--- config.mk ---
export PLATFORM = sky130hd
export DESIGN_NAME = keypad_scanner
export DESIGN_NICKNAME = d
export VERILOG_FILES = /design/src/rtl/keypad_scanner.sv
export SDC_FILE = /design/constraint.sdc
export NUM_CORES = 1
export LEC_CHECK = 0
export CORE_MARGIN = 2
export CORE_UTILIZATION = 55
export CTS_CLUSTER_SIZE = 10
export DETAILED_ROUTE_END_ITERATION = 10
export DONT_BUFFER_PORTS = 1
export GPL_TIMING_DRIVEN = 0
export PLACE_DENSITY = 0.66
export SLEW_MARGIN = 20
export SYNTH_ARGS = -nofsm -noshare
export SYNTH_HDL_FRONTEND = slang
export SYNTH_SLANG_ARGS = --single-unit
--- constraint.sdc ---
create_clock -name hwclk -period 4.53 [get_ports hwclk]
set_clock_uncertainty 0.05 [all_clocks]
set_input_delay 0.906 -clock hwclk [delete_from_list [all_inputs] [get_ports hwclk]]
set_output_delay 0.906 -clock hwclk [all_outputs]
set_load 0.005 [all_outputs]
--- src/rtl/keypad_scanner.sv ---
// keypad_scanner: frame-based 4x4 matrix keypad scanner with per-frame
// debounce and single-cycle key press events.
//
// Ports:
//   hwclk     in   system clock
//   rst       in   asynchronous active-high reset
//   keypad_r  out  row drives, active-low, one row low at a time
//   keypad_c  in   column sense lines, pulled up, low when pressed
//   key_valid out  one-cycle pulse on a newly committed press
//   key_code  out  row*4+col of the reported key, held between events
//   key_held  out  any key in the committed matrix
//   key_multi out  two or more keys in the committed matrix

module keypad_scanner #(
  parameter int SCAN_DIV = 3000,
  parameter int DEBOUNCE = 4
) (
  input  logic       hwclk,
  input  logic       rst,
  output logic [3:0] keypad_r,
  input  logic [3:0] keypad_c,
  output logic       key_valid,
  output logic [3:0] key_code,
  output logic       key_held,
  output logic       key_multi
);

  localparam int DW = $clog2(SCAN_DIV);
  localparam int SW = $clog2(DEBOUNCE + 1);

  localparam logic [DW-1:0] DIV_LAST = DW'(SCAN_DIV - 1);
  localparam logic [SW-1:0] DB_MAX   = SW'(DEBOUNCE);

  // index of the lowest set bit; the lowest code wins on a tie
  function automatic logic [3:0] lsb_index(input logic [15:0] v);
    logic [3:0] idx;
    idx = 4'd0;
    for (int i = 15; i >= 0; i--) begin
      if (v[i]) idx = 4'(i);
    end
    return idx;
  endfunction

  function automatic logic [4:0] popcount(input logic [15:0] v);
    logic [4:0] n;
    n = 5'd0;
    for (int i = 0; i < 16; i++) begin
      n = n + 5'(v[i]);
    end
    return n;
  endfunction

  logic [3:0]    sync1;
  logic [3:0]    sync2;
  logic [DW-1:0] div_cnt;
  logic [1:0]    row_idx;
  logic [15:0]   snap;
  logic [15:0]   prev_snap;
  logic [15:0]   committed;
  logic [SW-1:0] stable_cnt;

  logic          dwell_end;
  logic          frame_end;
  logic [1:0]    row_nxt;
  logic [3:0]    pressed;
  logic [15:0]   new_snap;
  logic [SW-1:0] stable_nxt;
  logic          commit;
  logic [15:0]   rise;

  assign dwell_end = (div_cnt == DIV_LAST);
  assign frame_end = dwell_end && (row_idx == 2'd3);
  assign row_nxt   = row_idx + 2'd1;
  assign pressed   = ~sync2;

  // the row-3 sample lands in snap on the same edge as the frame
  // compare, so the compare uses it directly
  always_comb begin
    new_snap = snap;
    new_snap[15:12] = pressed;
  end

  always_comb begin
    stable_nxt = '0;
    if (new_snap == prev_snap) begin
      if (stable_cnt == DB_MAX) stable_nxt = stable_cnt;
      else stable_nxt = stable_cnt + 1'b1;
    end
  end

  assign commit = (stable_nxt == DB_MAX);
  assign rise   = new_snap & ~committed;

  // column synchronizer, idle value is all released
  always_ff @(posedge hwclk or posedge rst) begin
    if (rst) begin
      sync1 <= 4'hF;
      sync2 <= 4'hF;
    end else begin
      sync1 <= keypad_c;
      sync2 <= sync1;
    end
  end

  // row scan: dwell SCAN_DIV cycles per row, sample at end of dwell
  always_ff @(posedge hwclk or posedge rst) begin
    if (rst) begin
      div_cnt  <= '0;
      row_idx  <= 2'd0;
      keypad_r <= 4'b1110;
      snap     <= '0;
    end else begin
      if (dwell_end) begin
        div_cnt  <= '0;
        row_idx  <= row_nxt;
        keypad_r <= ~(4'b0001 << row_nxt);
        snap[{row_idx, 2'b00} +: 4] <= pressed;
      end else begin
        div_cnt <= div_cnt + 1'b1;
      end
    end
  end

  // frame debounce and event generation
  always_ff @(posedge hwclk or posedge rst) begin
    if (rst) begin
      prev_snap  <= '0;
      stable_cnt <= '0;
      committed  <= '0;
      key_valid  <= 1'b0;
      key_code   <= 4'd0;
      key_held   <= 1'b0;
      key_multi  <= 1'b0;
    end else begin
      key_valid <= 1'b0;
      if (frame_end) begin
        prev_snap  <= new_snap;
        stable_cnt <= stable_nxt;
        if (commit) begin
          committed <= new_snap;
          key_held  <= |new_snap;
          key_multi <= (popcount(new_snap) >= 5'd2);
          if (|rise) begin
            key_valid <= 1'b1;
            key_code  <= lsb_index(rise);
          end
        end
      end
    end
  end

endmodule

# After elaboration in Yosys (flattened, before gate mapping)
# Index checks and enable logic that the tools add are counted.
# Widths: inputs -> output; s select.
word_totals:
  register_bits: 84
  elab_cells: 73
  inputBits: 6
  output_inout_bits: 11
classes:
  n_addsub: 19
  n_lt_le_gt_ge: 1
  eq_ne: 5
  n_bitwise: 4
  n_reduce_logical: 5
  muxes: 23
  shift: 3
ops:
  columns: ["operator", "n"]
  rows:
  - ["$mux 4", 16]
  - ["$add 5x1->5", 11]
  - ["$reduce_or 16->1", 2]
  - ["$and 16x16->16", 1]
  - ["$bwmux 16", 1]
  - ["$eq 16x16->1", 1]
  - ["$not 16->16", 1]
  - ["$shift 4x6->16 const A", 1]
  - ["$shiftx 4x6->16", 1]
  - ["$add 12x1->12 const B", 1]
  - ["$eq 12x12->1 const B", 1]
  - ["$mux 12", 1]
  - ["$not 4->4", 2]
  - ["$eq 3x3->1 const B", 2]
  - ["$mux 3", 2]
  - ["$neg 4->6", 1]
  - ["$add 4x1->5", 1]
  - ["$ge 5x2->1 const B", 1]
  - ["$add 3x1->4", 1]
  - ["$shl 1x2->4 const A", 1]
  - ["$add 2x1->3", 1]
  - ["$add 3x1->3 const B", 1]
  - ["$mux 1", 3]
  - ["$reduce_and 3->1", 1]
  - ["5 further kinds", 5]

# Longest topological paths before layout
# Gate-level depths: netlist of the first run.
logic_depth:
  ltp_word: 18
  mapped_depth: 14
  ltp_nobuf: 14

# Worst setup path after synthesis of the first run
# OpenSTA, ideal clock, no wires.
synth_timing:
  kind: "reg2reg"
  start: "register sync2[1]"
  end: "register key_multi"
  stages_incl_launch_ff: 14
  setup_time_ps: 119
  path_buffers: 1
  synth_period_minus_slack_ps: 3782
  path_slack_ps: 748
  arrival_ps: 3613
  required_ps: 4361
  path_cell_list: "dfstp_2 buf_2 inv_1 fa_1 fa_1 inv_1 fa_1 fa_1 inv_1 ha_1 fa_1 nor3_1 nand3_1 o21a_1"
synth_via:
  elab_chain_len: 5
  elab_cells_between_ends: 9
  cone_classes: "3 x add/sub; 1 x order compare; 2 x eq/ne; 1 x mux; 1 x bitwise; 1 x reduce/logical"
synth_rtl:
  columns: ["item", "line_no", "rtl"]
  rows:
  - ["start: declaration", "54", "logic [3:0] sync2;"]
  - ["start signal: assignment", "101", "sync2 <= sync1;"]
  - ["$not 4->4 *", "74", "assign pressed = ~sync2;"]
  - ["named net pressed[1]", "65", "logic [3:0] pressed;"]
  - ["$add 5x1->5 / $eq 16x16->1 (equally long branches)", "48, 85", null]
  - ["$add 5x1->5 / $mux 3 (equally long branches)", "48, 85", null]
  - ["$add 5x1->5 / $eq 3x3->1 (equally long branches)", "48, 91", null]
  - ["$ge 5x2->1 / $reduce_and 2->1 (equally long branches)", null, null]
  - ["end signal: assignment", "142", "key_multi <= (popcount(new_snap) >= 5'd2);"]
  - ["end: declaration", "25", "output logic key_multi"]
# Mark *: on every way through the listed nets, which the timed path passes. The rest lies on a longest branch.
# A chain may end at the register's enable or synchronous reset.

# Worst setup path in the final report of the first run
# Same ends and word-level chain as after synthesis.

==> impl_metrics.tcl, run 1 <==
set metrics [dict create \
    run_status "completed" \
    drt_iter0_drc 181 \
    max_cap_violations 0 \
    yosys_warnings 0 \
    cts_setup_buffers 0 \
    syn_inst 383 \
    clkTransAtPathRegs_ns 0.09 \
    layout_common_cells "dfrtp_1, nand2_1, inv_1, o21ai_0, nor2_1" \
    fin_nets 425 \
    grt_first_pass_wirelength_um 14100 \
    syn_area_per_cell_um2 10.6 \
    cts_tree "yes" \
    cp_max_fo 9 \
    multi_input_area_um2 1860 \
    io_buffers 0 \
    core_area_um2 7210 \
    synth-seq-area-share_pct 49.6 \
    numCtsBuffers 9 \
    cts_buffer_depth 2 \
    grt_pass1_vias 2841 \
    final_common_cell "dfrtp_1" \
    synth_flop_cell "dfrtp_1" \
    dpl-instance-area_um2 4220 \
    final_cells 499 \
    power_leakage_nw 2.07 \
    pre_cts_slack_ns 0.565 \
    finalSetupTns_ns 0 \
    numPlacedInstances 483 \
    overflow 0 \
    clock-sinks 80 \
    wl_per_cell_um 16.3 \
    synth-async-reset-ratio_pct 100 \
    path_class "reg -> reg" \
    hold_buffers 0 \
    dieArea_um2 8100 \
    rsz0062_at_grt "no" \
    synth_edf_count 0 \
    cp.arrival_ns 4.18 \
    first_pass_iters 4 \
    end_kind "register" \
    antenna_found_initial 0 \
    fp.dieH_um 90.0 \
    cts_root_buf "clkbuf_8" \
    vias_per_cell 5.51 \
    antenna_cells 0 \
    syn_nets 413 \
    final_cell_area_um2 4420 \
    areaGrowthSynthToFinish_pct 8.74 \
    final.min_clock_period_ns 3.98 \
    fill_cells 647 \
    whs_ns 0.309 \
    wl_um 8120 \
    p_per_area_nw_per_um2 296 \
    grtUsageTotal_pct 22.2 \
    fin_crit_sh_pct 87.8 \
    power_mw 1.31 \
    critPathLaunchType "register" \
    ctsResizeCount 0 \
    die_w_um 90.0 \
    grt_max_degree 56 \
    required_ns 4.73 \
    hold_violations 0 \
    setup_ws_ns 0.553 \
    ys_ff_latch 80 \
    synth_cell_type_count 46 \
    htreeDepth 3 \
    finalSetupViolations 0 \
    slew_violations 0 \
    slew-limit-headroom_pct 62.5 \
    final_antenna_net_count 0 \
    seqCellArea_um2 2020 \
    dp_hpwl_um 6100 \
    min_path_type "reg -> reg" \
    tightest_slew_ns 0.558 \
    clkLatencyLatePin_ns 0.36 \
    irDropWorstVdd_v 0.000213 \
    initial_core_util_pct 56.4 \
    layout-drive-gt1-share_pct 12.3 \
    row_count 31 \
    post-route-util_pct 61.3 \
    vias 2748 \
    drcViolationCount 0 \
    timing.fmax_mhz 251 \
    netlist_area_um2 4070 \
    place.gp.congestion 0.882 \
    io_pins 17 \
]
## layout make-up
class                   instances  area share [%]
flip-flops and latches         80            45.6
multi-input cells             258            42.0
clock buffers                  10            3.37
inverters                      33            2.86
well taps                      99            2.80
plain buffers                  12            1.61
clock inverters                 6            1.19
repair buffers                  1           0.623
## synthesized netlist by cell type, types with 2 or more instances
cell type  number  share of area (%)
nor2_1         23                2.1
nand2_1        44                4.1
inv_1          32                3.0
nand2b_1        2               0.31
nor4b_1         2               0.43
clkbuf_1        4               0.37
nor2b_1        14                2.2
nand4_1         9                1.4
a31oi_1         4               0.62
buf_2           3               0.37
mux2_2          8                2.2
and4bb_1        2               0.62
fa_1           10                4.9
and3_1          3               0.46
nand3_1         8               0.98
xnor2_1        19                4.1
xor2_1          8                1.7
a21oi_1        12                1.5
o22ai_1         2               0.31
nor3_1          3               0.37
o31ai_1        15                2.8
mux2_1         10                2.8
nand3b_1        2               0.37
dfstp_2        11                7.1
dfrtp_1        69                 42
ha_1           14                4.3
nor3b_1         2               0.37
o21ai_0        24                3.0
buf_4           4               0.74
nor4_1          4               0.62
## cells by family (layout without fill, tap and decap cells)
kind of cell,count (synthesis),after routing,share of synthesized area (%)
AO/OA/AOI/OAI,63,63,9.42
XOR/XNOR,27,27,5.82
adder cells (fa/ha/maj),24,24,9.23
buffers and inverters,45,62,4.80
flip-flops,80,80,49.6
multiplexers,18,18,4.98
AND/OR/NAND/NOR,126,126,16.2
## registers in the layout, summed over array words and instances, names as in the netlist
name / cells
key_multi: 1
stable_cnt: 3
row_idx: 2
sync1: 4
key_code: 4
div_cnt: 12
prev_snap: 16
key_valid: 1
snap: 12
sync2: 4
keypad_r: 4
key_held: 1
committed: 16
## final timing paths
path                               start         end  slack, ns  cells past startpoint
worst max-delay path            sync2[1]   key_multi       0.55                     13
worst min-delay path            sync1[0]    sync2[0]       0.31                      0
worst max register to register  sync2[1]   key_multi       0.55                     13
worst min register to register  sync1[0]    sync2[0]       0.31                      0
max in group asynchronous            rst    sync2[1]       3.50                      2
min in group asynchronous            rst  row_idx[1]       0.34                      1
## power by group
part | leakage (nW) | internal, mW | total, mW | switching (mW)
clock | 0.104 | 0.243 | 0.533 | 0.290
combinational | 0.900 | 0.0171 | 0.0542 | 0.0371
sequential | 1.07 | 0.720 | 0.721 | 0.000708
total | 2.07 | 0.981 | 1.31 | 0.328
## worst max-delay path, cell delays in order, from the launching register on
cell and delay, ns:
dfstp_2 0.52, buf_2 0.20, inv_1 0.10, fa_1 0.49, fa_1 0.49, inv_1 0.05
fa_1 0.45, fa_1 0.49, inv_1 0.04, ha_1 0.20, fa_1 0.44, nor3_1 0.15
nand3_1 0.10, o21a_1 0.11
## routing by layer
metal	vias to the layer above	track usage [%]	part of all wire, %
met5	-	0	0
met4	0	9.10	2.1
met3	16	3.44	4.0
met2	47	36.1	48
met1	1360	30.3	46
li1	1325	-	-
Power figures use the tool's default switching activity.
==> run 2: changes to the inputs <==
--- a/config.mk
+++ b/config.mk
@@ -5,13 +5,14 @@
 export SDC_FILE = /design/constraint.sdc
 export NUM_CORES = 1
 export LEC_CHECK = 0
-export CORE_MARGIN = 2
-export CORE_UTILIZATION = 55
+export CELL_PAD_IN_SITES_DETAIL_PLACEMENT = 0
+export CELL_PAD_IN_SITES_GLOBAL_PLACEMENT = 2
+export CORE_UTILIZATION = 42
 export CTS_CLUSTER_SIZE = 10
 export DETAILED_ROUTE_END_ITERATION = 10
 export DONT_BUFFER_PORTS = 1
 export GPL_TIMING_DRIVEN = 0
-export PLACE_DENSITY = 0.66
+export PLACE_DENSITY = 0.75
 export SLEW_MARGIN = 20
 export SYNTH_ARGS = -nofsm -noshare
 export SYNTH_HDL_FRONTEND = slang
==> run 2 against run 1 <==
Net effect: critical path type unchanged; register-to-register slack got worse by 0.05 ns; critical endpoint unchanged; global-route usage decreased by 2.8 points; cell area increased by 1.3%; worst hold slack about the same; core utilization decreased by 13 points; clock power increased by 9.6%; first-iteration DRC count decreased by 47%; non-clock buffer count unchanged; worst setup slack got worse by 0.048 ns; critical path depth unchanged; clock-buffer cell count unchanged.
==> impl_metrics.tcl, run 2 (same netlist as run 1, synthesis figures left out) <==
set metrics [dict create \
    wl_um 8730 \
    final.min_clock_period_ns 4.03 \
    hold_buffers 0 \
    cpMaxStageDelayCell "dfstp_2" \
    cp.arrival_ns 4.23 \
    crit_family "adder cells" \
    fp.dieH_um 100 \
    clkLatencyLatePin_ns 0.36 \
    power_leakage_nw 2.07 \
    p_clk_share_pct 42.9 \
    max_cap_violations 0 \
    slew-limit-headroom_pct 63.8 \
    vias 2672 \
    critPathLaunchType "register" \
    place.gp.congestion 0.779 \
    grtUsageTotal_pct 19.4 \
    cts_buffer_depth 2 \
    required_ns 4.74 \
    cp_max_fo 9 \
    vias_per_cell 5.05 \
    grt_max_degree 50 \
    drcViolationCount 0 \
    setup_ws_ns 0.505 \
    tightest_slew_ns 0.544 \
    fin_nets 425 \
    clkTransAtPathRegs_ns 0.09 \
    row_count 35 \
    cts_root_buf "clkbuf_8" \
    layout_common_cells "dfrtp_1, nand2_1, inv_1, o21ai_0, nor2_1" \
    dieArea_um2 10100 \
    switchingPower_mw 0.329 \
    timing.fmax_mhz 248 \
    dp_hpwl_um 6440 \
    run_status "completed" \
    clock-sinks 80 \
    rsz0062_at_grt "no" \
    wl_per_cell_um 16.5 \
    final_antenna_net_count 0 \
    finalSetupTns_ns 0 \
    finalSetupViolations 0 \
    io_buffers 0 \
    swShare_pct 24.2 \
    antenna_found_initial 0 \
    path_buf_inv 4 \
    grt_first_pass_wirelength_um 14400 \
    p_per_area_nw_per_um2 304 \
    end_kind "register" \
    internal_power_mw 1.03 \
    seq_power_share_pct 53.0 \
    pre_cts_slack_ns 0.503 \
    fill_cells 892 \
    grt_pass1_vias 2690 \
    critPathMostFrequentCell "fa_1" \
    path_cells "buf_2 > inv_1 > fa_1 > fa_1 > inv_1 > fa_1 > fa_1 > inv_1 > ha_1 > fa_1 > nor3_1 > nand3_1 > o21a_1" \
    path_class "reg -> reg" \
    hold_violations 0 \
    core_area_um2 9330 \
    post-route-util_pct 48.0 \
    drt_iter0_drc 96 \
    initial_core_util_pct 43.6 \
    fin_crit_sh_pct 88.9 \
    reg_top3 "committed: 16 flops, prev_snap: 16 flops" \
    io_pins 17 \
    overflow 0 \
    first_pass_iters 4 \
    final_common_cell "dfrtp_1" \
    cts_setup_buffers 0 \
    antenna_cells 0 \
    areaGrowthSynthToFinish_pct 10.2 \
    htreeDepth 3 \
    layout-drive-gt1-share_pct 12.3 \
    ctsResizeCount 0 \
    cpPeakStageDelay_ns 0.52 \
    die_w_um 100 \
    cts_tree "yes" \
    combPwrFrac_pct 4.1 \
    irDropWorstVdd_v 0.000145 \
    numCtsBuffers 9 \
    slew_violations 0 \
    min_path_type "reg -> reg" \
]
run 2: power by group through the flow:
| stage | Sequential [mW] | Combinational (mW) | Clock, mW |
|---|---|---|---|
| after detailed placement | 0.735 | 0.0580 | 0 |
| final | 0.721 | 0.0563 | 0.584 |
| after global routing | 0.721 | 0.0663 | 0.630 |
| after floorplan | 0.735 | 0.0401 | 0 |
| after global placement | 0.735 | 0.0543 | 0 |
| after CTS | 0.721 | 0.0583 | 0.605 |
run 2: cell type report:
cell class                 instances  area (um^2)  area share [%]
sequential                        80         2020            45.0
inverter                          33          126            2.82
tap                              129          161            3.60
buffer                            12         71.3            1.59
timing repair buffer               1         27.5           0.615
clock buffer                      10          149            3.32
clock inverter                     6         72.6            1.62
multi-input combinational        258         1860            41.4
run 2: worst paths after layout:
path | start | end | slack [ns] | cells after the start
max | sync2[1] | key_multi | 0.50 | 13
min | sync1[1] | sync2[1] | 0.31 | 0
max reg2reg | sync2[1] | key_multi | 0.50 | 13
min in group asynchronous | rst | div_cnt[4] | 0.38 | 1
min reg2reg | sync1[1] | sync2[1] | 0.31 | 0
max in group asynchronous | rst | sync2[3] | 3.43 | 2
run 2: routing by layer:
| metal | wire, um | vias up | share of wire [%] | track usage (%) |
|---|---|---|---|---|
| li1 | - | 1325 | - | - |
| met1 | 4340 | 1321 | 50 | 26.5 |
| met2 | 4120 | 18 | 47 | 31.7 |
| met3 | 174 | 8 | 2.0 | 3.83 |
| met4 | 92 | 0 | 1.1 | 5.35 |
| met5 | 0 | - | 0 | 0 |
run 2: through the flow:
| step | cells | power (mW) | hold slack, ns | instance area [um^2] |
|---|---|---|---|---|
| after floorplan | 383 | 0.775 | 0.295 | 4070 |
| after global placement | 512 | 0.789 | 0.296 | 4230 |
| after detailed placement | 513 | 0.793 | 0.297 | 4260 |
| after CTS | 529 | 1.38 | 0.311 | 4480 |
| after global routing | 529 | 1.42 | 0.317 | 4480 |
| final | 529 | 1.36 | 0.309 | 4480 |
run 2: worst reg2reg max path, stage by stage (launching register included):
cell,delay [ns]
dfstp_2,0.52
buf_2,0.22
inv_1,0.11
fa_1,0.49
fa_1,0.50
inv_1,0.05
fa_1,0.45
fa_1,0.49
inv_1,0.04
ha_1,0.20
fa_1,0.45
nor3_1,0.15
nand3_1,0.10
o21a_1,0.11
==> run 3: changes to the inputs <==
--- a/config.mk
+++ b/config.mk
@@ -17,3 +17,4 @@
 export SYNTH_ARGS = -nofsm -noshare
 export SYNTH_HDL_FRONTEND = slang
 export SYNTH_SLANG_ARGS = --single-unit
+export TNS_END_PERCENT = 5
==> results of run 3 <==
Same layout as run 2: the final DEF is identical, and so are final timing and power.
